===== src/rtl/rv32m_div_unit_pkg.sv =====
// Shared definitions for the RV32M divide/remainder unit: ALU select codes
// for the divide side of the decoder and the FSM state encoding.
package rv32m_div_unit_pkg;

  localparam logic [3:0] ALU_SEL_DIV = 4'b1100;  // return quotient
  localparam logic [3:0] ALU_SEL_REM = 4'b1101;  // return remainder

  typedef enum logic [1:0] {
    ST_IDLE = 2'd0,
    ST_CALC = 2'd1,
    ST_FIX  = 2'd2,
    ST_DONE = 2'd3
  } div_state_e;

endpackage


===== src/rtl/rv32m_div_unit_div_step.sv =====
// One radix-2 restoring division iteration. The partial remainder is shifted
// left with the next dividend bit appended and the divisor is trial-subtracted
// in XLEN+1 bits. Because the incoming remainder is always below the divisor,
// the difference fits a signed XLEN+1-bit value, so its top bit is the borrow.
module div_step #(
  parameter int XLEN = 32
) (
  input  logic [XLEN-1:0] rem_in,
  input  logic            bit_in,
  input  logic [XLEN-1:0] divisor,
  output logic [XLEN-1:0] rem_out,
  output logic            q_bit
);

  logic [XLEN:0] shifted;
  logic [XLEN:0] diff;

  // Shift, trial-subtract, and restore when the subtraction borrows.
  always_comb begin
    shifted = {rem_in, bit_in};
    diff    = shifted - {1'b0, divisor};
    q_bit   = ~diff[XLEN];
    rem_out = q_bit ? diff[XLEN-1:0] : shifted[XLEN-1:0];
  end

endmodule


===== src/rtl/rv32m_div_unit.sv =====
// Multi-cycle RV32M DIV/DIVU/REM/REMU unit for the EX stage. Restoring
// division at one quotient bit per cycle, with single-cycle fast paths for
// divide-by-zero and signed overflow. Holds the pipeline via o_Stall until
// the registered result is presented alongside a one-cycle o_Done pulse.
module rv32m_div_unit
  import rv32m_div_unit_pkg::*;
#(
  parameter int XLEN = 32
) (
  input  logic            i_clk,
  input  logic            i_rst_n,
  input  logic            i_ctrl_Start_Div,
  input  logic            i_ctrl_Unsigned,
  input  logic [3:0]      i_ctrl_ALU_Sel,
  input  logic [XLEN-1:0] i_Operand_A,
  input  logic [XLEN-1:0] i_Operand_B,
  input  logic            i_Flush,
  output logic [XLEN-1:0] o_Result,
  output logic            o_Done,
  output logic            o_Stall
);

  localparam int               CW      = (XLEN > 1) ? $clog2(XLEN) : 1;
  localparam logic [CW-1:0]    LAST    = CW'(XLEN - 1);
  localparam logic [XLEN-1:0]  MIN_NEG = {1'b1, {(XLEN-1){1'b0}}};

  div_state_e      state, state_nxt;
  logic [CW-1:0]   count;
  logic [XLEN-1:0] rem_q, quo_q, dvsr_q;
  logic            neg_q_q, neg_r_q, sel_rem_q;

  // Request decode and operand preparation, valid only in the accept cycle.
  logic            accept, is_signed, sign_a, sign_b, div_zero, overflow, fast;
  logic            sel_rem;
  logic [XLEN-1:0] abs_a, abs_b, fast_result;

  assign accept    = (state == ST_IDLE) && i_ctrl_Start_Div && !i_Flush;
  assign is_signed = !i_ctrl_Unsigned;
  assign sign_a    = is_signed && i_Operand_A[XLEN-1];
  assign sign_b    = is_signed && i_Operand_B[XLEN-1];
  assign abs_a     = sign_a ? -i_Operand_A : i_Operand_A;
  assign abs_b     = sign_b ? -i_Operand_B : i_Operand_B;
  assign div_zero  = (i_Operand_B == '0);
  assign overflow  = is_signed && (i_Operand_A == MIN_NEG) && (i_Operand_B == '1);
  assign fast      = div_zero || overflow;
  assign sel_rem   = (i_ctrl_ALU_Sel == ALU_SEL_REM);

  // Architectural results of the two special cases, which skip iteration.
  always_comb begin
    // NOTE: every signal written here gets a value on every path first, so no latch is inferred.
    fast_result = '0;
    if (div_zero) fast_result = sel_rem ? i_Operand_A : '1;
    else          fast_result = sel_rem ? '0 : MIN_NEG;
  end

  // Single restoring iteration on the live {remainder, quotient} pair.
  logic [XLEN-1:0] step_rem;
  logic            step_q;

  div_step #(.XLEN(XLEN)) u_div_step (
    .rem_in  (rem_q),
    .bit_in  (quo_q[XLEN-1]),
    .divisor (dvsr_q),
    .rem_out (step_rem),
    .q_bit   (step_q)
  );

  // Sign correction applied to the magnitudes once iteration is complete.
  logic [XLEN-1:0] q_fixed, r_fixed;
  assign q_fixed = neg_q_q ? -quo_q : quo_q;
  assign r_fixed = neg_r_q ? -rem_q : rem_q;

  // State register.
  always_ff @(posedge i_clk or negedge i_rst_n) begin
    // NOTE: sequential state uses non-blocking assignments so every register samples pre-edge values.
    if (!i_rst_n) state <= ST_IDLE;
    else          state <= state_nxt;
  end

  // Next-state logic; a flush overrides everything and returns to IDLE.
  always_comb begin
    state_nxt = state;
    unique case (state)
      ST_IDLE: if (accept) state_nxt = fast ? ST_DONE : ST_CALC;
      ST_CALC: if (count == LAST) state_nxt = ST_FIX;
      ST_FIX:  state_nxt = ST_DONE;
      ST_DONE: state_nxt = ST_IDLE;
      default: state_nxt = ST_IDLE;
    endcase
    if (i_Flush) state_nxt = ST_IDLE;
  end

  // Datapath: latch on accept, iterate in CALC, load the result in FIX.
  always_ff @(posedge i_clk or negedge i_rst_n) begin
    if (!i_rst_n) begin
      count     <= '0;
      rem_q     <= '0;
      quo_q     <= '0;
      dvsr_q    <= '0;
      neg_q_q   <= 1'b0;
      neg_r_q   <= 1'b0;
      sel_rem_q <= 1'b0;
      o_Result  <= '0;
    end else if (accept) begin
      count     <= '0;
      rem_q     <= '0;
      quo_q     <= abs_a;
      dvsr_q    <= abs_b;
      neg_q_q   <= sign_a ^ sign_b;
      neg_r_q   <= sign_a;
      sel_rem_q <= sel_rem;
      if (fast) o_Result <= fast_result;
    end else if (!i_Flush && state == ST_CALC) begin
      rem_q <= step_rem;
      quo_q <= {quo_q[XLEN-2:0], step_q};
      count <= count + CW'(1);
    end else if (!i_Flush && state == ST_FIX) begin
      o_Result <= sel_rem_q ? r_fixed : q_fixed;
    end
  end

  assign o_Done  = (state == ST_DONE);
  assign o_Stall = accept || (state == ST_CALC) || (state == ST_FIX);

endmodule


===== config.mk =====
export PLATFORM = sky130hd
export DESIGN_NAME = rv32m_div_unit
export DESIGN_NICKNAME = d
export VERILOG_FILES = /design/src/rtl/rv32m_div_unit_pkg.sv /design/src/rtl/rv32m_div_unit_div_step.sv /design/src/rtl/rv32m_div_unit.sv
export SDC_FILE = /design/constraint.sdc
export NUM_CORES = 1
export LEC_CHECK = 0
export CAP_MARGIN = 40
export CELL_PAD_IN_SITES_DETAIL_PLACEMENT = 1
export CELL_PAD_IN_SITES_GLOBAL_PLACEMENT = 2
export CORE_AREA = 2 2 179 181
export DETAILED_ROUTE_END_ITERATION = 10
export DIE_AREA = 0 0 181 183
export PLACE_DENSITY = 0.92
export SLEW_MARGIN = 15
export SYNTH_ARGS = -nofsm -noshare
export SYNTH_HDL_FRONTEND = slang
export SYNTH_SLANG_ARGS = --single-unit

===== constraint.sdc =====
create_clock -name i_clk -period 3.9 [get_ports i_clk]
set_input_delay 0.585 -clock i_clk [delete_from_list [all_inputs] [get_ports i_clk]]
set_output_delay 0.585 -clock i_clk [all_outputs]
set_load 0.03 [all_outputs]

==> impl_metrics.tcl <==
set metrics [dict create \
    status "completed" \
    final_layout_size_suffix_gt1_share_pct 8.258 \
    yosys-top-cells-area "sky130_fd_sc_hd__dfrtp_1 (32%), sky130_fd_sc_hd__o21ai_0 (8.1%), sky130_fd_sc_hd__xor2_1 (6.2%), sky130_fd_sc_hd__nand2_1 (6.1%), sky130_fd_sc_hd__xnor2_1 (5.6%)" \
    cp_slowest_stage_delay_ps 540 \
    worstHoldPathType "primary input to asynchronous set/reset pin" \
    synth_most_common_cell "sky130_fd_sc_hd__nand2_1" \
    pwr_density_cell_nw_per_um2 855.7 \
    totalPowerFinal_uw 11170 \
    layout_worst_path_cycle_share_pct 94.49 \
    drt_pass1_iterations 5 \
    max_freq_ghz 0.2714 \
    setup_viol 0 \
    totalWireLength_mm 35.60 \
    worst_skew_ps 11.53 \
    grt_start_max_net_pins 86 \
    dp.final_hpwl_mm 26.90 \
    placement_rows 65 \
    pre_cts_slack_ps 65.99 \
    reg2reg_setup_slack_ps 210 \
    die_w_um 181 \
    ir_drop_uv 379.0 \
    timing.final.crit_period_ps 3685 \
    setup_repair_after_global_routing_missed_its_margin "no" \
    synth_top_cell_area_share_pct 32.22 \
    grtUsageTotal_pct 21.78 \
    detail_route.iter0.violations 698 \
    routed_wire_length_per_instance_um 19.30 \
    syn2layout_area_growth_pct 21.82 \
    ys_top_cells_by_count "sky130_fd_sc_hd__nand2_1 (175), sky130_fd_sc_hd__o21ai_0 (173), sky130_fd_sc_hd__dfrtp_1 (138)" \
    tightestPinTransition_ps 852.6 \
    cp-end-kind "flop" \
    drv.max_cap_violation_count 0 \
    finalNetCount 1546 \
    timing.critical_path.max_delay_family "compound AO/OA/AOI/OAI gates" \
    number_of_antenna_violations_at_the_first_check_in_global_routing 0 \
    route.vias.total 10330 \
    clockRootBuffer "sky130_fd_sc_hd__clkbuf_16" \
    path_cells "ha_1 -> fa_1 -> nand2b_1 -> a21oi_1 -> o21ai_1 -> o211ai_1 -> o31ai_1 -> and2_1 -> a311o_2 -> buf_12 -> mux2i_1 -> a22o_1" \
    htreeDepth 4 \
    clockBufferDepth 2 \
    hold_violation_count_in_the_final_report 0 \
    rr_endpoint "rem_q[0]$_DFFE_PN0P_" \
    postSynthNetCount 1439 \
    hold_buffers 0 \
    total_standard_cell_area_after_synthesis_um2 10720 \
    synthCells 1321 \
    die_h_um 183 \
    post_synth_num_cell_types 67 \
    die_area_um2 33120 \
    cellLeakagePower_uw 0.005546 \
    i_o_pin_count 107 \
    critPathArrivalTime_ps 3990 \
    synth-seq-area-share_pct 32.22 \
    dpl.cell_count 1811 \
    worst-r2r-cell-count 12 \
    clk-insertion-delay-late_ps 430 \
    worstSetupPathType "flop to flop" \
    post_cts_resized 0 \
    worstSetupPathDepth 12 \
    cts.sink_count 138 \
    core_area_um2 31230 \
    setup-tns-final_ps 0 \
    final_cells 1844 \
    vias_per_cell 5.604 \
    slew-limit-headroom_pct 43.16 \
    timing.critical_path.slowest_stage_cell "sky130_fd_sc_hd__a311o_2" \
    cts_made_buffers 17 \
    synthesis.area_per_instance_um2 8.114 \
    globalRouteOverflowTotal 0 \
    cts_tree "done" \
    synth_top_area_cell "sky130_fd_sc_hd__dfrtp_1" \
    synth_enable_flop_cells 0 \
    ys.warnings.count 0 \
    drc 0 \
    async_reset_ff_share_pct 100.0 \
    post_cts_buffers 0 \
    worst_slack_ps 214.8 \
    postSynthRegisterBits 138 \
    buffer_ports.inserted 106 \
    first_global_vias 10810 \
    utilization_pct 41.81 \
    initial_utilization_pct 34.32 \
    setup.worst_path.start_class "flop" \
    r2r-start "dvsr_q[0]$_DFFE_PN0P_" \
    gp_congestion 0.8746 \
    synth_top_flop_cell "sky130_fd_sc_hd__dfrtp_1" \
    worstPathMaxFanout 17 \
    critPathBufInv 1 \
    wire_length_of_the_first_global_routing_pass_mm 58.04 \
    finalMaxSlewViolations 0 \
    detail-route-antenna-nets 0 \
    clkTransAtPathRegs_ps 70 \
    required_arrival_time_at_the_worst_endpoint_ps 4200 \
]
## cell type report
cell class	instances	area, um2
flip-flops and latches	138	3453
multi-input cells	1055	6817
clock buffers	17	425.4
well taps	402	503.0
diodes	1	2.502
repair buffers	158	1510
fillers	3692	18170
clock inverters	15	128.9
inverters	58	217.7
## flip-flops by register name (all words and copies together) (netlist names)
| name | flops |
|---|---|
| rem_q | 32 |
| state | 2 |
| dvsr_q | 32 |
| neg_q_q | 1 |
| neg_r_q | 1 |
| sel_rem_q | 1 |
| quo_q | 32 |
| count | 5 |
| o_Result | 32 |
## worst max path at each step
| stage | startpoint | to | slack, ps |
|---|---|---|---|
| global placement | i_Operand_A[8] | o_Result[22]$_DFFE_PN0P_ | 180 |
| floorplan | quo_q[31]$_DFFE_PN0P_ | rem_q[26]$_DFFE_PN0P_ | 810 |
| finish | dvsr_q[0]$_DFFE_PN0P_ | rem_q[0]$_DFFE_PN0P_ | 210 |
| global route | dvsr_q[0]$_DFFE_PN0P_ | rem_q[29]$_DFFE_PN0P_ | 60 |
| CTS | dvsr_q[0]$_DFFE_PN0P_ | rem_q[0]$_DFFE_PN0P_ | 220 |
| detailed placement | i_Operand_A[8] | o_Result[7]$_DFFE_PN0P_ | 70 |
## per-layer routing
| layer | track usage, % | vias up | share of wire [%] |
|---|---|---|---|
| li1 | - | 4944 | - |
| met1 | 29.27 | 5117 | 47 |
| met2 | 36.60 | 236 | 47 |
| met3 | 3.455 | 37 | 4.5 |
| met4 | 5.691 | 0 | 1.6 |
| met5 | 0 | - | 0 |
## placed cells by master (no fill, tap or decap), types with 16 or more instances in the layout
cell	count
sky130_fd_sc_hd__xnor2_1	69
sky130_fd_sc_hd__xor2_1	76
sky130_fd_sc_hd__nor3_1	23
sky130_fd_sc_hd__a22oi_1	32
sky130_fd_sc_hd__clkdlybuf4s50_1	105
sky130_fd_sc_hd__inv_1	57
sky130_fd_sc_hd__or3_1	17
sky130_fd_sc_hd__ha_1	44
sky130_fd_sc_hd__o211ai_1	25
sky130_fd_sc_hd__nor2_1	71
sky130_fd_sc_hd__clkbuf_16	17
sky130_fd_sc_hd__mux2i_1	32
sky130_fd_sc_hd__o21ai_0	173
sky130_fd_sc_hd__a21o_1	23
sky130_fd_sc_hd__nand2_1	175
sky130_fd_sc_hd__dfrtp_1	138
sky130_fd_sc_hd__o31ai_1	31
sky130_fd_sc_hd__buf_4	48
sky130_fd_sc_hd__nand4_1	16
sky130_fd_sc_hd__a21oi_1	77
## where the power goes
group	leakage (uW)	switching (uW)	internal (uW)
Sequential	0.00181	689	1980
Combinational	0.00348	3940	3000
Clock	0.000253	690	874
Total	0.00555	5320	5860
## metrics by stage
stage | instance area (um2) | hold WS, ps
2_1_floorplan | 10720 | 289.4
6_report | 13060 | 207.4
5_1_grt | 13060 | 259.5
4_1_cts | 13060 | 233.9
3_5_place_dp | 12500 | 467.0
3_3_place_gp | 12470 | 452.8
## logic make-up after synthesis
group                      synth area share (%)
AOI/OAI and AO/OA                         24.62
and+or+nand+nor                           17.47
xor gates and xnor gates                  11.85
DFF                                       32.22
buffers and inverters                     4.587
adders and majority gates                 5.323
muxes                                     3.934
No activity file was read; power rests on OpenSTA's default activity.
